[src/rtl/fpnorm_pkg.sv]
// Shared constants and stage payload type for the 144-bit mantissa normalizer.
package fpnorm_pkg;

   localparam int unsigned MANW = 144;
   localparam int unsigned LEADW = 8;
   localparam int unsigned DEF_EXPW = 16;
   localparam logic [LEADW-1:0] LEAD_NONE = 8'd255;
   localparam logic [LEADW-1:0] LEAD_TOP = 8'd143;

   // Payload at the default exponent width; the top re-declares it locally when EXPW differs.
   typedef struct packed {
      logic [MANW-1:0]     man;
      logic [DEF_EXPW-1:0] exp;
      logic [LEADW-1:0]    sh;
      logic                zero;
      logic                uf;
   } stage_t;

   function automatic int unsigned cmp_width(input int unsigned w);
      return (w > LEADW) ? w : LEADW;
   endfunction

endpackage

[src/rtl/flo144.sv]
// Find-last-one over a 144-bit vector: index of the highest set bit, LEAD_NONE when empty.
module flo144
   import fpnorm_pkg::*;
(
   input  logic [MANW-1:0]  man,
   output logic [LEADW-1:0] pos
);

   always_comb begin
      pos = LEAD_NONE;
      for (int i = 0; i < int'(MANW); i++) begin
         if (man[i]) pos = LEADW'(i);
      end
   end

endmodule

[src/rtl/fpnorm144_shl.sv]
// 144-bit logarithmic left shifter; amounts of 144 or more shift everything out.
module fpnorm144_shl
   import fpnorm_pkg::*;
(
   input  logic [MANW-1:0]  din,
   input  logic [LEADW-1:0] amt,
   output logic [MANW-1:0]  dout
);

   logic [MANW-1:0] stg;

   always_comb begin
      stg = din;
      for (int k = 0; k < int'(LEADW); k++) begin
         if (amt[k]) stg = stg << (1 << k);
      end
      dout = stg;
   end

endmodule

[src/rtl/fpnorm144.sv]
// Three-stage left normalizer for 144-bit mantissas with exponent adjust.
// Define FPNORM144_DENORM_EN to produce denormals on underflow instead of flushing to zero.
module fpnorm144
   import fpnorm_pkg::*;
#(
   parameter int unsigned EXPW = 16
) (
   input  logic            clk,
   input  logic            rst,
   input  logic            valid_i,
   output logic            ready_o,
   input  logic [MANW-1:0] man_i,
   input  logic [EXPW-1:0] exp_i,
   output logic            valid_o,
   input  logic            ready_i,
   output logic [MANW-1:0] man_o,
   output logic [EXPW-1:0] exp_o,
   output logic            zero_o,
   output logic            uf_o
);

   localparam int unsigned CW = cmp_width(EXPW);

   typedef struct packed {
      logic [MANW-1:0]  man;
      logic [EXPW-1:0]  exp;
      logic [LEADW-1:0] sh;
      logic             zero;
      logic             uf;
   } stage_w_t;

   logic adv;
   logic v1_q, v2_q, v3_q;

   // Single enable for all stages: bubbles travel with the data, nothing collapses.
   assign adv     = ~v3_q | ready_i;
   assign ready_o = adv;
   assign valid_o = v3_q;

   always_ff @(posedge clk or posedge rst) begin
      if (rst) begin
         v1_q <= 1'b0;
         v2_q <= 1'b0;
         v3_q <= 1'b0;
      end else if (adv) begin
         v1_q <= valid_i;
         v2_q <= v1_q;
         v3_q <= v2_q;
      end
   end

   // S1: capture mantissa, exponent and lead-one position.
   logic [LEADW-1:0] lead;
   logic [MANW-1:0]  man1_q;
   logic [EXPW-1:0]  exp1_q;
   logic [LEADW-1:0] p1_q;

   flo144 u_flo (
      .man (man_i),
      .pos (lead)
   );

   always_ff @(posedge clk or posedge rst) begin
      if (rst) begin
         man1_q <= '0;
         exp1_q <= '0;
         p1_q   <= LEAD_NONE;
      end else if (adv && valid_i) begin
         man1_q <= man_i;
         exp1_q <= exp_i;
         p1_q   <= lead;
      end
   end

   // S2: shift amount, exponent adjust and underflow decision.
   logic [LEADW-1:0] sh;
   logic [CW-1:0]    sh_ext, exp_ext, e_ext;
   stage_w_t         s2_d, s2_q;

   always_comb begin
      sh      = LEAD_TOP - p1_q;
      sh_ext  = CW'(sh);
      exp_ext = CW'(exp1_q);
      e_ext   = exp_ext - sh_ext;
      s2_d      = '0;
      s2_d.man  = man1_q;
      if (p1_q == LEAD_NONE) begin
         s2_d.zero = 1'b1;
      end else if (sh_ext <= exp_ext) begin
         s2_d.exp = e_ext[EXPW-1:0];
         s2_d.sh  = sh;
      end else begin
         s2_d.uf = 1'b1;
`ifdef FPNORM144_DENORM_EN
         // exp_i < sh <= 143 here, so the exponent fits the shift field.
         s2_d.sh = exp_ext[LEADW-1:0];
`else
         s2_d.sh = LEAD_NONE;
`endif
      end
   end

   always_ff @(posedge clk or posedge rst) begin
      if (rst) begin
         s2_q <= '0;
      end else if (adv && v1_q) begin
         s2_q <= s2_d;
      end
   end

   // S3: barrel shift and register outputs.
   logic [MANW-1:0] shifted;

   fpnorm144_shl u_shl (
      .din  (s2_q.man),
      .amt  (s2_q.sh),
      .dout (shifted)
   );

   always_ff @(posedge clk or posedge rst) begin
      if (rst) begin
         man_o  <= '0;
         exp_o  <= '0;
         zero_o <= 1'b0;
         uf_o   <= 1'b0;
      end else if (adv && v2_q) begin
         man_o  <= shifted;
         exp_o  <= s2_q.exp;
         zero_o <= s2_q.zero;
         uf_o   <= s2_q.uf;
      end
   end

endmodule

[config.mk]
export PLATFORM = sky130hd
export DESIGN_NAME = fpnorm144
export DESIGN_NICKNAME = d
export VERILOG_FILES = /design/src/rtl/fpnorm_pkg.sv /design/src/rtl/flo144.sv /design/src/rtl/fpnorm144_shl.sv /design/src/rtl/fpnorm144.sv
export SDC_FILE = /design/constraint.sdc
export NUM_CORES = 2
export LEC_CHECK = 0
export CAP_MARGIN = 20
export CORE_ASPECT_RATIO = 1.5
export CORE_MARGIN = 1
export CORE_UTILIZATION = 50
export CTS_CLUSTER_SIZE = 25
export DETAILED_ROUTE_END_ITERATION = 12
export GPL_TIMING_DRIVEN = 0
export MAX_ROUTING_LAYER = met4
export PLACE_DENSITY = 0.86
export SETUP_SLACK_MARGIN = 0.1
export SYNTH_ARGS = -nofsm -noshare
export SYNTH_HDL_FRONTEND = slang
export SYNTH_SLANG_ARGS = --single-unit
[constraint.sdc]
create_clock -name clk -period 16.3 [get_ports clk]
set_clock_uncertainty 0.05 [all_clocks]
set_input_delay 3.26 -clock clk [delete_from_list [all_inputs] [get_ports clk]]
set_output_delay 3.26 -clock clk [all_outputs]
set_load 0.01 [all_outputs]
# Word-level counts from Yosys, hierarchy flattened
# Cells that the tools add are included.
word_totals:
  memories: 0
  out_inout_bits: 164
  latchBits: 0
  mem_bits_rw: 0
  romBits: 0
  register_bits: 503
classes:
  n_addsub: 2
  n_shift: 0
  div: 0
  n_eq_ne: 1
  n_reduce_logical: 3
  order_cmp: 1
  bitwise: 2
  mul: 0
  n_mux: 158
ops:
  columns: ["cell", "n"]
  rows:
  - ["8-bit two-way mux", 145]
  - ["144-bit two-way mux", 8]
  - ["24-bit two-way mux", 1]
  - ["8-bit by 16-bit <= comparator with 1-bit output", 1]
  - ["16-bit two-way mux", 1]
  - ["16-bit by 8-bit subtractor with 16-bit output", 1]
  - ["8-bit == test, second input constant", 1]
  - ["8-bit subtractor, first input constant", 1]
  - ["1-bit logical AND", 3]
  - ["1-bit two-way mux", 3]
  - ["1-bit inverter", 1]
  - ["1-bit bitwise OR", 1]

# Logic depth before layout (Yosys ltp)
logic_depth:
  word_depth: 144
  depth_mapped: 12
  ltp_nobuf: 10

# Hierarchy
# A second synthesis with hierarchy kept.
hier_totals:
  cells_unflattened: 2712
  area_unflattened_um2: 31860.6
by_module_without_submodules:
  columns: ["module", "instances", "cells_per_inst", "seq_area_each_um2", "area_per_inst_um2"]
  rows:
  - ["fpnorm144", 1, 1198, 12597.1, 19293.5]
  - ["fpnorm144_shl", 1, 1181, 0.0, 10649.0]
  - ["flo144", 1, 333, 0.0, 1918.1]

# Least setup slack after synthesis
# No wires, ideal clock.
synth_path:
  path_type: "input to output"
  from: "input port ready_i"
  to: "output port ready_o"
  setup_slack_ns: 9.349
  cell_stages: 2
  path_buffers: 1
  t_arrival_ns: 3.641
  path_cell_list: "nand2b_1 clkbuf_1"
synth_via:
  elab_chain_len: 1
synth_rtl:
  columns: ["element", "line", "source"]
  rows:
  - ["start: declaration", "fpnorm144.sv:15", "input logic ready_i,"]
  - ["1-bit bitwise OR", "fpnorm144.sv:36", "assign adv = ~v3_q | ready_i;"]
  - ["end: declaration", "fpnorm144.sv:11", "output logic ready_o,"]
# No other way between the ends.

# Worst setup path after layout
# Ends and elaborated chain as after synthesis.

==> impl_metrics.py <==
metrics = {
    "floorplan": {
        "rows": 112,
        "dieArea_um2": 64200,
        "pin_count": 328,
        "coreArea_um2": 62400,
        "initial_core_util_pct": 50.6,
        "fp.dieH_um": 310,
        "die_w_um": 207,
    },
    "clock_network": {
        "cts_buffer_depth": 3,
        "cts_inserted_buffers": 46,
        "clock_sinks": 503,
        "root_buffer": "clkbuf_16",
        "cts_tree": "done",
        "holdBufCountCts": 0,
        "htreeDepth": 2,
        "clkTransAtPathRegs_ns": 0.07,
        "cts_setup_buffers": 0,
        "worstSkewPairLatency_ns": 0.63,
        "cts_resized": 0,
    },
    "power_and_ir_drop": {
        "p_seq_share_pct": 26.4,
        "pwr-share-comb_pct": 61.0,
        "internal_power_mw": 4.28,
        "swShare_pct": 50.2,
        "power.share.clock_pct": 12.6,
        "ir_drop_mv": 0.121,
        "p_leak_nw": 16.0,
        "p_per_area_nw_per_um2": 228,
        "p_sw_mw": 4.33,
        "total_power_mw": 8.61,
    },
    "logic_synthesis": {
        "ys_ff_latch": 503,
        "syn-instance-count": 3140,
        "ys_seq_area_share_pct": 39.9,
        "ys_types": 93,
        "async_reset_ff_share_pct": 100,
        "yosys.area.top_type_share_pct": 39.2,
        "syn_area_um2": 31600,
        "synth_area_leaders": "dfrtp_1, mux4_2, mux2_2",
        "syn-num-nets": 3315,
        "synth_ff_type": "dfrtp_1",
        "syn_avg_cell_area_um2": 10.1,
        "synth-edff-count": 0,
        "synth_top_area_cell": "dfrtp_1",
        "ys_warn_count": 0,
    },
    "routing": {
        "highest_layer": "met4",
        "wl_per_cell_um": 35.7,
        "met1Wirelength_um": 49500,
        "wl_met3_um": 14800,
        "antenna_left": 0,
        "drc": 0,
        "viasPerCell": 7.05,
        "totalWireLength_um": 156000,
        "vias": 30900,
        "route.met2.wl_um": 72200,
        "drtIter0Drc": 3707,
        "firstDrtPassIters": 8,
    },
    "setup_path": {
        "path_class": "input pin to output port",
        "r2r_end": "man_o[121]",
        "arrival_ns": 5.05,
        "timing.reg2reg.setup_slack_ns": 11.75,
        "r2r_start": "s2_q[4]",
        "crit_fanout": 10,
        "rr_worst_depth": 11,
        "critical_path_required_ns": 12.99,
        "end_kind": "output port",
        "start_kind": "input pin",
    },
    "min_path": {
        "whs_path_depth": 2,
        "hp-class": "flip-flop to flip-flop",
        "min_to": "man1_q[26]",
        "worstHoldStart": "man1_q[26]",
    },
    "timing": {
        "min_period_ns": 8.36,
        "rsz0062_at_grt": "no",
        "setup_viol": 0,
        "slew_violations": 0,
        "tightest_slew_ns": 1.34,
        "setup_tns_ns": 0,
        "min_period_over_period_pct": 51.3,
        "fmax_ghz": 0.120,
        "relSlewSlack_pct": 10.8,
        "hold_violations": 0,
    },
    "layout": {
        "fin_nets": 3712,
        "drive_gt1_share_pct": 18.0,
        "nFillCells": 4900,
        "mostFrequentLayoutCells": "nand2_1, dfrtp_1, clkdlybuf4s50_1, mux2_2, nor2_1",
        "area.growth.synth_to_final_pct": 19.4,
        "final_common_cell": "nand2_1",
        "fin_cells": 4384,
    },
    "global_route": {
        "grt_pass1_wl_um": 222000,
        "antenna_found_initial": 15,
        "grt_max_degree": 45,
        "grt_pass1_vias": 30600,
        "track_usage_pct": 50.3,
        "gr-total-overflow": 0,
    },
    "run": {
        "drv_cap": 0,
    },
    "place": {
        "gp_congestion": 1.13,
        "dp_cells": 4282,
        "hpwl_um": 125000,
        "port_buffers": 327,
    },
    "run_status": {
        "status": "completed",
    },
}
==> cell families (layout without fill, tap and decap cells) <==
family          after synthesis  count (layout)  synth area share [%]
mux                         593             593                  26.6
fa+ha+maj                    11              11                 0.460
compound gates              683             683                  14.6
simple gates               1056            1056                  14.0
flops                       503             503                  39.9
other cells                   0              15                     0
xor+xnor                     13              13                 0.361
buf+inv                     281             712                  4.02
==> critical path: stages <==
cell and delay [ns]:
clkdlybuf4s50_1 0.44, nand2b_1 0.12, clkbuf_1 0.55, clkdlybuf4s50_1 0.67
==> flip-flops by register name, indices dropped and copies added, names as in the netlist <==
name	count
exp1_q	16
exp_o	16
man1_q	144
man_o	144
p1_q	8
s2_q	170
uf_o	1
v1_q	1
v2_q	1
valid_o	1
zero_o	1
==> power groups by stage <==
stage | clock network, mW | registers (mW) | logic (mW)
after floorplan | 0 | 2.10 | 2.71
after global placement | 0 | 2.20 | 4.86
after detailed placement | 0 | 2.24 | 4.91
after CTS | 1.07 | 2.23 | 4.96
after global routing | 1.13 | 2.29 | 5.29
final | 1.08 | 2.28 | 5.26
==> cell usage after synthesis (all sizes together), types with 6 or more instances <==
cell type,n
a2bb2oi,7
o211ai,34
a221o,31
or2,7
o22ai,51
inv,50
nand2b,14
ha,10
a22oi,34
nand4,8
and2,15
o21ai,205
clkbuf,129
nor2,196
mux2i,147
nor2b,9
mux2,279
a222oi,7
o21a,10
nor3,62
a22o,37
nor4,46
a21o,13
a31oi,14
nand2,645
a211oi,27
buf,101
dfstp,8
a21oi,107
a221oi,10
dfrtp,495
mux4,167
or4,9
a211o,6
nand3,28
o221ai,25
o31ai,8
xnor2,8
==> stage by stage <==
step                      area (um^2)  worst slack (ns)  hold slack (ns)  utilization (%)
after global routing            37700              7.91            0.444             60.4
final                           37700              7.94            0.428             60.5
after global placement          35800              3.21            0.402             57.5
after CTS                       37600              8.00            0.428             60.3
after detailed placement        36100              8.01            0.408             58.0
after floorplan                 31600              6.17            0.390                -
==> layout make-up <==
| class | count | area (um^2) | share of cell area [%] |
|---|---|---|---|
| sequential | 503 | 12600 | 33.4 |
| tap | 798 | 998 | 2.65 |
| timing repair buffer | 349 | 3610 | 9.59 |
| buffer | 230 | 1080 | 2.85 |
| clock inverter | 17 | 175 | 0.465 |
| multi-input combinational | 2356 | 17700 | 47.0 |
| inverter | 51 | 195 | 0.518 |
| antenna | 15 | 37.5 | 0.0996 |
| clock buffer | 65 | 1290 | 3.43 |
==> how the worst max path moves through the flow <==
stage                     cells after the start         to    start  slack (ns)
after global routing                          4    ready_o  ready_i        7.91
after global placement                        2   s2_q[45]      rst        3.21
after CTS                                     4    ready_o  ready_i        8.00
after detailed placement                      4    ready_o  ready_i        8.01
after floorplan                               1  exp1_q[0]      rst        6.17
final                                         4    ready_o  ready_i        7.94
==> routing by layer <==
metal	vias to the layer above	track usage, %
met3	886	12.2
li1	12500	-
met1	15000	50.5
met4	0	52.3
met2	2554	78.7
met5	-	-
Power figures use the tool's default switching activity.
